File: config.mk
export PLATFORM = sky130hd
export DESIGN_NAME = ram_reader
export DESIGN_NICKNAME = d
export VERILOG_FILES = /design/src/rtl/ram_reader.sv
export SDC_FILE = /design/constraint.sdc
export NUM_CORES = 1
export LEC_CHECK = 0
export CORE_ASPECT_RATIO = 0.5
export CORE_UTILIZATION = 45
export DETAILED_ROUTE_END_ITERATION = 10
export GPL_ROUTABILITY_DRIVEN = 0
export PLACE_DENSITY_LB_ADDON = 0.1
export RECOVER_POWER = 100
export SETUP_SLACK_MARGIN = 0.4
export SKIP_CTS_REPAIR_TIMING = 1
export SLEW_MARGIN = 20
export SYNTH_ARGS = -nofsm -noshare
export SYNTH_HDL_FRONTEND = slang
export SYNTH_SLANG_ARGS = --single-unit
File: constraint.sdc
create_clock -name clk -period 2.2 [get_ports clk]
set_clock_uncertainty 0.05 [all_clocks]
set_input_delay 0.55 -clock clk [delete_from_list [all_inputs] [get_ports clk]]
set_output_delay 0.55 -clock clk [all_outputs]
set_load 0.02 [all_outputs]
File: src/rtl/ram_reader.sv
// Burst reader for a RAM16K-style memory: streams count words from base with a valid/ready handshake.
// Optional clear-on-read behaviour is enabled by defining RAM_READER_CLEAR_EN.
module ram_reader #(
  parameter int ADDR_W = 14,
  parameter int DATA_W = 16
) (
  input  logic              clk,
  input  logic              reset,
  input  logic              start,
  input  logic [ADDR_W-1:0] base,
  input  logic [ADDR_W:0]   count,
  output logic [ADDR_W-1:0] ram_address,
  output logic              ram_load,
  output logic [DATA_W-1:0] ram_in,
  input  logic [DATA_W-1:0] ram_out,
  output logic [DATA_W-1:0] data_out,
  output logic              data_valid,
  input  logic              data_ready,
  output logic              data_last,
  output logic              busy,
  output logic              done
);

  typedef enum logic [1:0] {
    IDLE  = 2'd0,
    READ  = 2'd1,
    VALID = 2'd2,
    DONE  = 2'd3
  } state_t;

  localparam logic [ADDR_W:0] REM_ONE = (ADDR_W+1)'(1);

  state_t              state_reg, state_next;
  logic [ADDR_W-1:0]   addr_reg, addr_next;
  logic [ADDR_W:0]     remaining_reg, remaining_next;
  logic [DATA_W-1:0]   data_reg, data_next;

  always_ff @(posedge clk) begin
    if (reset) begin
      state_reg     <= IDLE;
      addr_reg      <= '0;
      remaining_reg <= '0;
      data_reg      <= '0;
    end else begin
      state_reg     <= state_next;
      addr_reg      <= addr_next;
      remaining_reg <= remaining_next;
      data_reg      <= data_next;
    end
  end

  always_comb begin
    state_next     = state_reg;
    addr_next      = addr_reg;
    remaining_next = remaining_reg;
    data_next      = data_reg;
    case (state_reg)
      IDLE: begin
        if (start) begin
          if (count != '0) begin
            addr_next      = base;
            remaining_next = count;
            state_next     = READ;
          end else begin
            state_next = DONE;
          end
        end
      end
      READ: begin
        data_next  = ram_out;
        state_next = VALID;
      end
      VALID: begin
        // Handshake only advances the burst; while stalled every output holds.
        if (data_ready) begin
          if (remaining_reg == REM_ONE) begin
            state_next = DONE;
          end else begin
            addr_next      = addr_reg + 1'b1;
            remaining_next = remaining_reg - REM_ONE;
            state_next     = READ;
          end
        end
      end
      DONE: begin
        state_next = IDLE;
      end
      default: begin
        state_next = IDLE;
      end
    endcase
  end

  assign ram_address = addr_reg;
  assign data_out    = data_reg;
  assign data_valid  = (state_reg == VALID);
  assign data_last   = (state_reg == VALID) && (remaining_reg == REM_ONE);
  assign busy        = (state_reg != IDLE);
  assign done        = (state_reg == DONE);

`ifdef RAM_READER_CLEAR_EN
  // The RAM returns the old word combinationally and stores zero at the same edge.
  assign ram_load = (state_reg == READ);
  assign ram_in   = '0;
`else
  assign ram_load = 1'b0;
  assign ram_in   = '0;
`endif

endmodule

==> flow_metrics.py, run 1 <==
metrics = {
    "sta": {
        "setup_viol_count_final": 0,
        "setup_ws_ns": 0.1354,
        "finalMaxSlewViolations": 0,
        "rsz0062_at_grt": "true",
        "hold_violations": 0,
        "worst_slew_pin_slew_ns": 0.5925,
        "relSlewSlack_pct": 60.50,
        "finalCritPeriodShare_pct": 93.85,
        "post-route-min-period_ns": 2.065,
        "fmax_mhz": 484.4,
    },
    "route": {
        "drtPass1Iterations": 5,
        "vias": 3139,
        "viasPerCell": 5.656,
        "drc_errors": 0,
        "drt_wl_total_mm": 8.907,
        "wl_per_cell_um": 16.05,
        "drtAntennaViolNets": 0,
        "drtIter0Drc": 323,
    },
    "clock_tree": {
        "htree_num_levels": 2,
        "clk_path_buf_depth": 2,
        "numClockSinks": 47,
        "cts_tree": "done",
        "clk_latency_ns": 0.29,
        "clkTransAtPathRegs_ns": 0.07,
        "ctsRootBufferMaster": "clkbuf_16",
        "numCtsBuffers": 5,
    },
    "power": {
        "p_sw_share_pct": 32.47,
        "power_frac_seq_pct": 38.9,
        "power.density_mw_per_mm2": 626.9,
        "p_leak_uw": 0.001683,
        "p_clk_share_pct": 31.5,
        "p_sw_uw": 821.7,
        "totalPowerFinal_uw": 2531,
        "vdd_drop_max_mv": 0.3133,
        "p_int_uw": 1709,
        "power_frac_comb_pct": 29.6,
    },
    "setup_path": {
        "timing.rr.start": "state_reg[1]$_SDFFE_PP0P_",
        "crit_end": "remaining_reg[4]$_SDFFE_PP0P_",
        "regToRegSetupSlack_ns": 0.14,
        "critPathBufInv": 3,
        "end_kind": "register",
        "ff2ff_path_depth": 7,
        "crit_path_max_fanout": 10,
        "slowest_delay_ns": 0.37,
        "cp_cell_sequence": "clkbuf_1, mux2i_2, nor2_1, buf_4, o211a_4, clkbuf_4, a32o_1",
        "worstPathRequired_ns": 2.34,
        "slowest_stage": "dfxtp_1",
        "crit_start": "state_reg[1]$_SDFFE_PP0P_",
        "arrival_ns": 2.20,
        "r2r_end": "remaining_reg[4]$_SDFFE_PP0P_",
        "worstSetupPathType": "reg2reg",
        "cp-start-kind": "register",
        "cp.depth": 7,
        "critPathTopFamily": "buffers and inverters",
    },
    "synth": {
        "synth_commonest_cells": "nand2_1, a21oi_1, dfxtp_1",
        "ys_warn_count": 0,
        "ys_seq_area_share_pct": 33.98,
        "ys_types": 54,
        "ys_seq_elements": 47,
        "synth_most_common_cell": "nand2_1",
        "synth_area_leaders": "dfxtp_1, nand2_1, a21oi_1",
        "netlist.area_leader.share_pct": 33.98,
        "synth_edf_count": 0,
        "synth-async-reset-ratio_pct": 0,
        "yosysTopAreaCell": "dfxtp_1",
        "synth_ff_type": "dfxtp_1",
        "synth_area_mm2": 0.002769,
        "syn_inst": 367,
        "synth.avg_cell_area_um2": 7.545,
    },
    "die": {
        "core_mm2": 0.005705,
        "rows": 19,
        "dieArea_mm2": 0.006490,
        "dieWidth_um": 112.9,
        "io-pin-count": 100,
        "die_h_um": 57.47,
        "initial_core_util_pct": 48.53,
    },
    "cells_and_area": {
        "largest_reg_flops": 16,
        "utilization_pct": 70.77,
        "finalNetCount": 533,
        "insertedDiodeCount": 0,
        "drive_gt1_share_pct": 19.92,
        "area_growth_pct": 45.82,
    },
    "global_routing": {
        "grt_max_degree": 60,
        "grt_pass1_vias": 2635,
        "overflow": 0,
        "grt_pass1_wl_mm": 12.59,
        "grt_antenna_before_repair": 0,
        "grt_use_total_pct": 24.63,
    },
    "place": {
        "dpl.hpwl_mm": 5.673,
        "place_ws_ns": -0.1707,
        "port_buffers": 82,
    },
    "hold_path": {
        "worstHoldPathType": "reg2reg",
    },
    "flow_run": {
        "maxCapViolCount": 0,
    },
    "status": {
        "status": "finished clean",
    },
}
## tightest hold or removal path, cell delays in order (launching register included)
cell	delay, ns
dfxtp_1	0.31
nand2_1	0.05
a21oi_1	0.05
## final cells by class
| cell class | count | area (um^2) |
|---|---|---|
| Multi-Input combinational cell | 286 | 1695 |
| Fill cell | 491 | 1668 |
| Timing Repair Buffer | 133 | 1120 |
| Sequential cell | 47 | 945.9 |
| Clock buffer | 6 | 138.9 |
| Tap cell | 73 | 91.34 |
| Inverter | 8 | 30.03 |
| Clock inverter | 2 | 16.27 |
## per-stage QoR
| stage | setup TNS (ns) | instance area (um^2) | hold WS, ns | cells |
|---|---|---|---|---|
| after global placement | -2.010 | 3840 | 0.3934 | 537 |
| after detailed placement | -2.980 | 3840 | 0.3969 | 537 |
| final | 0 | 4038 | 0.4024 | 555 |
| after global routing | 0 | 4038 | 0.4276 | 555 |
| after CTS | -0.4918 | 3995 | 0.4049 | 545 |
| after floorplan | 0 | 2867 | 0.4287 | 383 |
## routing by layer
metal	wire (um)	vias to the layer above	GRT usage, %
li1	-	1483	-
met1	4164	1501	35.06
met2	3963	145	38.18
met3	720	10	5.313
met4	59	0	6.203
met5	0	-	0
## kinds of logic after synthesis
family / Yosys count / synth area share [%]
multiplexers: 1 / 0.3615
other: 1 / 0.1354
adder cells (fa/ha/maj): 3 / 1.356
AO/OA/AOI/OAI: 111 / 24.67
flip-flops: 47 / 33.98
XOR/XNOR: 1 / 0.3164
buffers and inverters: 50 / 10.98
AND/OR/NAND/NOR: 153 / 28.20
## placed cells by master (no fill, tap or decap), types with 10 or more instances in the layout
master	count
nor2_1	21
buf_4	36
dfxtp_1	43
clkbuf_1	33
dlymetal6s2s_1	15
nand2_1	74
o21ai_0	29
nand3_1	10
clkdlybuf4s50_1	33
conb_1	17
a21oi_1	46
## how the worst min path moves through the flow
stage | start | to | cells past startpoint
global placement | data_out[3]$_SDFFE_PP0P_ | data_out[3]$_SDFFE_PP0P_ | 2
finish | data_out[4]$_SDFFE_PP0P_ | data_out[4]$_SDFFE_PP0P_ | 2
detailed placement | data_out[4]$_SDFFE_PP0P_ | data_out[4]$_SDFFE_PP0P_ | 2
global route | data_out[2]$_SDFFE_PP0P_ | data_out[2]$_SDFFE_PP0P_ | 2
floorplan | remaining_reg[14]$_SDFFE_PP0P_ | remaining_reg[14]$_SDFFE_PP0P_ | 2
CTS | data_out[4]$_SDFFE_PP0P_ | data_out[4]$_SDFFE_PP0P_ | 2
## power by group through the flow
stage	sequential (uW)	combinational, uW	clock, uW
2_1_floorplan	1040	370	0
3_3_place_gp	994	710	0
3_5_place_dp	997	723	0
4_1_cts	978	727	805
5_1_grt	992	803	853
6_report	984	749	798
Power figures use the tool's default switching activity.
==> inputs of run 2 (changes only) <==
clock period = 2 ns   (was 2.2 ns; I/O delays follow)
==> flow_metrics.py, run 2 (synthesized netlist as in run 1, its figures left out) <==
metrics = {
    "sta": {
        "fmax_mhz": 508.9,
        "hold_violations": 0,
        "setup_viol_count_final": 0,
        "post-route-min-period_ns": 1.965,
        "finalMaxSlewViolations": 0,
        "worst_slew_pin_slew_ns": 0.6093,
        "fin_tns_setup_ns": 0,
        "finalCritPeriodShare_pct": 98.25,
        "relSlewSlack_pct": 59.38,
        "rsz0062_at_grt": "true",
    },
    "route": {
        "drtPass1Iterations": 6,
        "drtAntennaViolNets": 0,
        "viasPerCell": 5.709,
        "drtIter0Drc": 245,
        "drt_wl_total_mm": 9.621,
        "wl_per_cell_um": 17.09,
        "drc_errors": 0,
        "vias": 3214,
    },
    "die": {
        "die_h_um": 57.47,
        "dieArea_mm2": 0.006490,
        "core_mm2": 0.005705,
        "dieWidth_um": 112.9,
        "io-pin-count": 100,
        "initial_core_util_pct": 48.53,
        "rows": 19,
    },
    "clock_tree": {
        "ctsRootBufferMaster": "clkbuf_16",
        "numCtsBuffers": 5,
        "numClockSinks": 47,
        "htree_num_levels": 2,
        "cts_tree": "done",
        "clkTransAtPathRegs_ns": 0.06,
        "clk_path_buf_depth": 2,
        "clk_latency_ns": 0.29,
    },
    "setup_path": {
        "worstPathRequired_ns": 1.45,
        "worstSetupPathType": "reg2out",
        "arrival_ns": 1.42,
        "crit_path_max_fanout": 2,
        "cp-start-kind": "register",
        "end_kind": "output pin",
    },
    "cells_and_area": {
        "insertedDiodeCount": 0,
        "largest_reg_flops": 16,
        "most-common-layout-cells": "nand2_1, dfxtp_1, buf_4",
        "area_growth_pct": 55.40,
        "layout.cells.most_common": "nand2_1",
        "finalNetCount": 541,
        "drive_gt1_share_pct": 30.41,
    },
    "power": {
        "p_leak_uw": 0.001732,
        "vdd_drop_max_mv": 0.4150,
        "power_frac_seq_pct": 38.1,
        "p_int_uw": 1901,
        "power_frac_comb_pct": 33.1,
        "totalPowerFinal_uw": 2859,
        "p_sw_uw": 958.2,
        "power.density_mw_per_mm2": 664.5,
        "p_sw_share_pct": 33.51,
        "p_clk_share_pct": 28.8,
    },
    "global_routing": {
        "grt_max_degree": 41,
        "grt_use_total_pct": 25.59,
        "grt_pass1_wl_mm": 13.10,
        "overflow": 0,
        "grt_pass1_vias": 2910,
        "grt_antenna_before_repair": 0,
    },
    "place": {
        "dpl.hpwl_mm": 5.889,
        "port_buffers": 82,
    },
    "flow_run": {
        "maxCapViolCount": 0,
    },
    "status": {
        "status": "finished clean",
    },
    "hold_path": {
        "worstHoldPathType": "reg2reg",
    },
}
run 2: cell type report:
type | instances | area, um^2
fillers | 410 | 1403
repair buffers | 141 | 1162
flip-flops and latches | 47 | 952.2
inverters | 8 | 30.03
clock inverters | 2 | 12.51
clock buffers | 6 | 128.9
multi-input cells | 286 | 1926
well taps | 73 | 91.34
run 2: worst paths after layout:
path | startpoint | endpoint | slack [ns] | cells past startpoint
min reg2reg | data_out[15]$_SDFFE_PP0P_ | data_out[15]$_SDFFE_PP0P_ | 0.40 | 2
min | data_out[15]$_SDFFE_PP0P_ | data_out[15]$_SDFFE_PP0P_ | 0.40 | 2
max | remaining_reg[1]$_SDFFE_PP0P_ | data_last | 0.03 | 6
max reg2reg | state_reg[1]$_SDFFE_PP0P_ | ram_address[0]$_SDFFE_PP0P_ | 0.05 | 8
run 2: power groups by stage:
stage | clock, uW | sequential [uW] | combinational [uW]
final | 825 | 1090 | 946
after global routing | 878 | 1090 | 1010
after global placement | 0 | 1090 | 777
after floorplan | 0 | 1140 | 417
after detailed placement | 0 | 1100 | 797
after CTS | 833 | 1080 | 803
run 2: critical path, stage by stage, from the launching register on:
cell and delay (ns):
dfxtp_2 0.33, inv_2 0.08, ha_4 0.12, nor4b_4 0.23, nand4_4 0.15, inv_2 0.11
buf_6 0.12
run 2: layer usage:
metal  vias to the layer above  part of all wire (%)  GRT usage, %
met5                         -                     0             0
met4                         0                   1.8         6.015
met3                        18                   8.7         8.714
met2                       174                    51         46.38
met1                      1516                    39         29.64
li1                       1506                     -             -
run 2: metrics by stage:
stage | utilization (%) | instance area (um^2) | hold WS, ns | instances | worst slack, ns
after floorplan | - | 2930 | 0.4319 | 383 | 0.2306
after global placement | 68.29 | 3896 | 0.3912 | 540 | -0.2870
after detailed placement | 68.29 | 3896 | 0.3984 | 540 | -0.3550
after CTS | 70.77 | 4038 | 0.4084 | 548 | -0.4105
after global routing | 75.42 | 4303 | 0.4336 | 563 | -0.01612
final | 75.42 | 4303 | 0.4036 | 563 | 0.03495
==> inputs of run 3 (changes only) <==
--- a/config.mk
+++ b/config.mk
@@ -13,2 +13,3 @@
 export RECOVER_POWER = 100
+export REMOVE_ABC_BUFFERS = 1
 export SETUP_SLACK_MARGIN = 0.4
--- a/constraint.sdc
+++ b/constraint.sdc
@@ -4,2 +4,2 @@
 set_output_delay 0.5 -clock clk [all_outputs]
-set_load 0.02 [all_outputs]
+set_load 0.01 [all_outputs]
==> flow_metrics.py, run 3 (synthesized netlist as in run 1, its figures left out) <==
metrics = {
    "clock_tree": {
        "clk_latency_ns": 0.28,
        "htree_num_levels": 2,
        "numClockSinks": 47,
        "clk_path_buf_depth": 2,
        "numCtsBuffers": 5,
        "clkTransAtPathRegs_ns": 0.06,
        "cts_tree": "done",
        "ctsRootBufferMaster": "clkbuf_16",
    },
    "route": {
        "drtAntennaViolNets": 0,
        "viasPerCell": 5.658,
        "vias": 3112,
        "drt_wl_total_mm": 8.695,
        "drc_errors": 0,
        "wl_per_cell_um": 15.81,
        "drtIter0Drc": 141,
        "drtPass1Iterations": 5,
    },
    "cells_and_area": {
        "insertedDiodeCount": 0,
        "most-common-layout-cells": "nand2_1, a21oi_1, dfxtp_1, buf_4, clkdlybuf4s50_1",
        "area_growth_pct": 54.18,
        "drive_gt1_share_pct": 23.06,
        "largest_reg_flops": 16,
        "finalInstanceArea_mm2": 0.004269,
        "utilization_pct": 74.82,
        "finalNetCount": 528,
        "layout.cells.most_common": "nand2_1",
        "fill_cells": 408,
    },
    "global_routing": {
        "grt_use_total_pct": 23.65,
        "grt_pass1_vias": 2689,
        "grt_antenna_before_repair": 0,
        "grt_max_degree": 60,
        "grt_pass1_wl_mm": 12.32,
        "overflow": 0,
    },
    "sta": {
        "worst_slew_pin_slew_ns": 0.5823,
        "hold_violations": 0,
        "whs_ns": 0.4046,
        "rsz0062_at_grt": "true",
        "fmax_mhz": 517.6,
        "relSlewSlack_pct": 61.18,
        "fin_tns_setup_ns": 0,
        "setup_viol_count_final": 0,
        "post-route-min-period_ns": 1.932,
        "finalCritPeriodShare_pct": 96.60,
        "finalMaxSlewViolations": 0,
    },
    "setup_path": {
        "worstSetupPathType": "reg2out",
        "arrival_ns": 1.38,
        "crit_path_max_fanout": 2,
        "critPathMostFrequentCell": "inv_2",
        "end_kind": "output pin",
        "slowest_delay_ns": 0.32,
        "cp-start-kind": "register",
        "slowest_stage": "dfxtp_2",
        "cp_cell_sequence": "inv_2, ha_4, nor4b_4, nand4_4, inv_2, buf_6",
        "worstPathRequired_ns": 1.45,
    },
    "power": {
        "totalPowerFinal_uw": 2795,
        "p_leak_uw": 0.001771,
        "vdd_drop_max_mv": 0.3521,
        "power.density_mw_per_mm2": 654.7,
    },
    "die": {
        "dieArea_mm2": 0.006490,
        "rows": 19,
        "die_h_um": 57.47,
        "core_mm2": 0.005705,
        "dieWidth_um": 112.9,
        "io-pin-count": 100,
        "initial_core_util_pct": 48.53,
    },
    "flow_run": {
        "maxCapViolCount": 0,
    },
    "place": {
        "port_buffers": 82,
        "dpl.hpwl_mm": 5.378,
        "postPlaceCellArea_mm2": 0.003752,
    },
    "status": {
        "status": "finished clean",
    },
    "hold_path": {
        "worstHoldPathType": "reg2reg",
    },
}
[run 3: changes by cell type in the layout (fill, tap and decap cells not counted), sizes merged]
| cell | change |
|---|---|
| dlymetal6s2s | +7 |
| clkdlybuf4s25 | +28 |
| clkbuf | -35 |
| buf | -11 |
| clkdlybuf4s15 | -1 |
| clkinv | -1 |
[run 3: layout make-up]
type / instances / area (um^2) / share of cell area [%]
multi-input cells: 286 / 1743 / 40.83
repair buffers: 128 / 1286 / 30.13
flip-flops and latches: 47 / 958.4 / 22.45
clock buffers: 7 / 152.6 / 3.576
well taps: 73 / 91.34 / 2.140
inverters: 8 / 30.03 / 0.7034
clock inverters: 1 / 7.507 / 0.1759
[run 3: critical path, delay by kind of cell (launching register included)]
kind                       cells  cell delay, ns
adders and majority gates      1            0.12
buffers and inverters          3            0.25
DFF                            1            0.32
and+or+nand+nor                2            0.40
[run 3: where the power goes]
part | total (uW) | internal (uW) | switching (uW)
logic | 833 | 423 | 410
registers | 1090 | 1010 | 75.6
clock network | 876 | 531 | 344
total | 2800 | 1970 | 830
[run 3: path summary, 6_finish.rpt]
| kind | depth (start not counted) | to | slack (ns) | startpoint |
|---|---|---|---|---|
| worst max register to register | 10 | remaining_reg[14]$_SDFFE_PP0P_ | 0.07 | remaining_reg[1]$_SDFFE_PP0P_ |
| worst min register to register | 2 | data_out[11]$_SDFFE_PP0P_ | 0.40 | data_out[11]$_SDFFE_PP0P_ |
| worst min-delay path | 2 | data_out[11]$_SDFFE_PP0P_ | 0.40 | data_out[11]$_SDFFE_PP0P_ |
| worst max-delay path | 6 | data_last | 0.07 | remaining_reg[1]$_SDFFE_PP0P_ |
[run 3: layer usage]
metal	vias to the layer above	GRT usage [%]	part of all wire, %	wire length [um]
met2	156	39.77	47	4091
li1	1486	-	-	-
met5	-	0	0	0
met3	16	6.376	7.3	636
met4	0	4.511	1.3	114
met1	1454	31.09	44	3852
[run 3: per-stage QoR]
stage,instances,worst slack [ns]
after global routing,550,0.005970
after floorplan,341,-0.8807
after detailed placement,531,-0.5818
after global placement,531,-0.5116
after CTS,539,-0.4370
final,550,0.06790
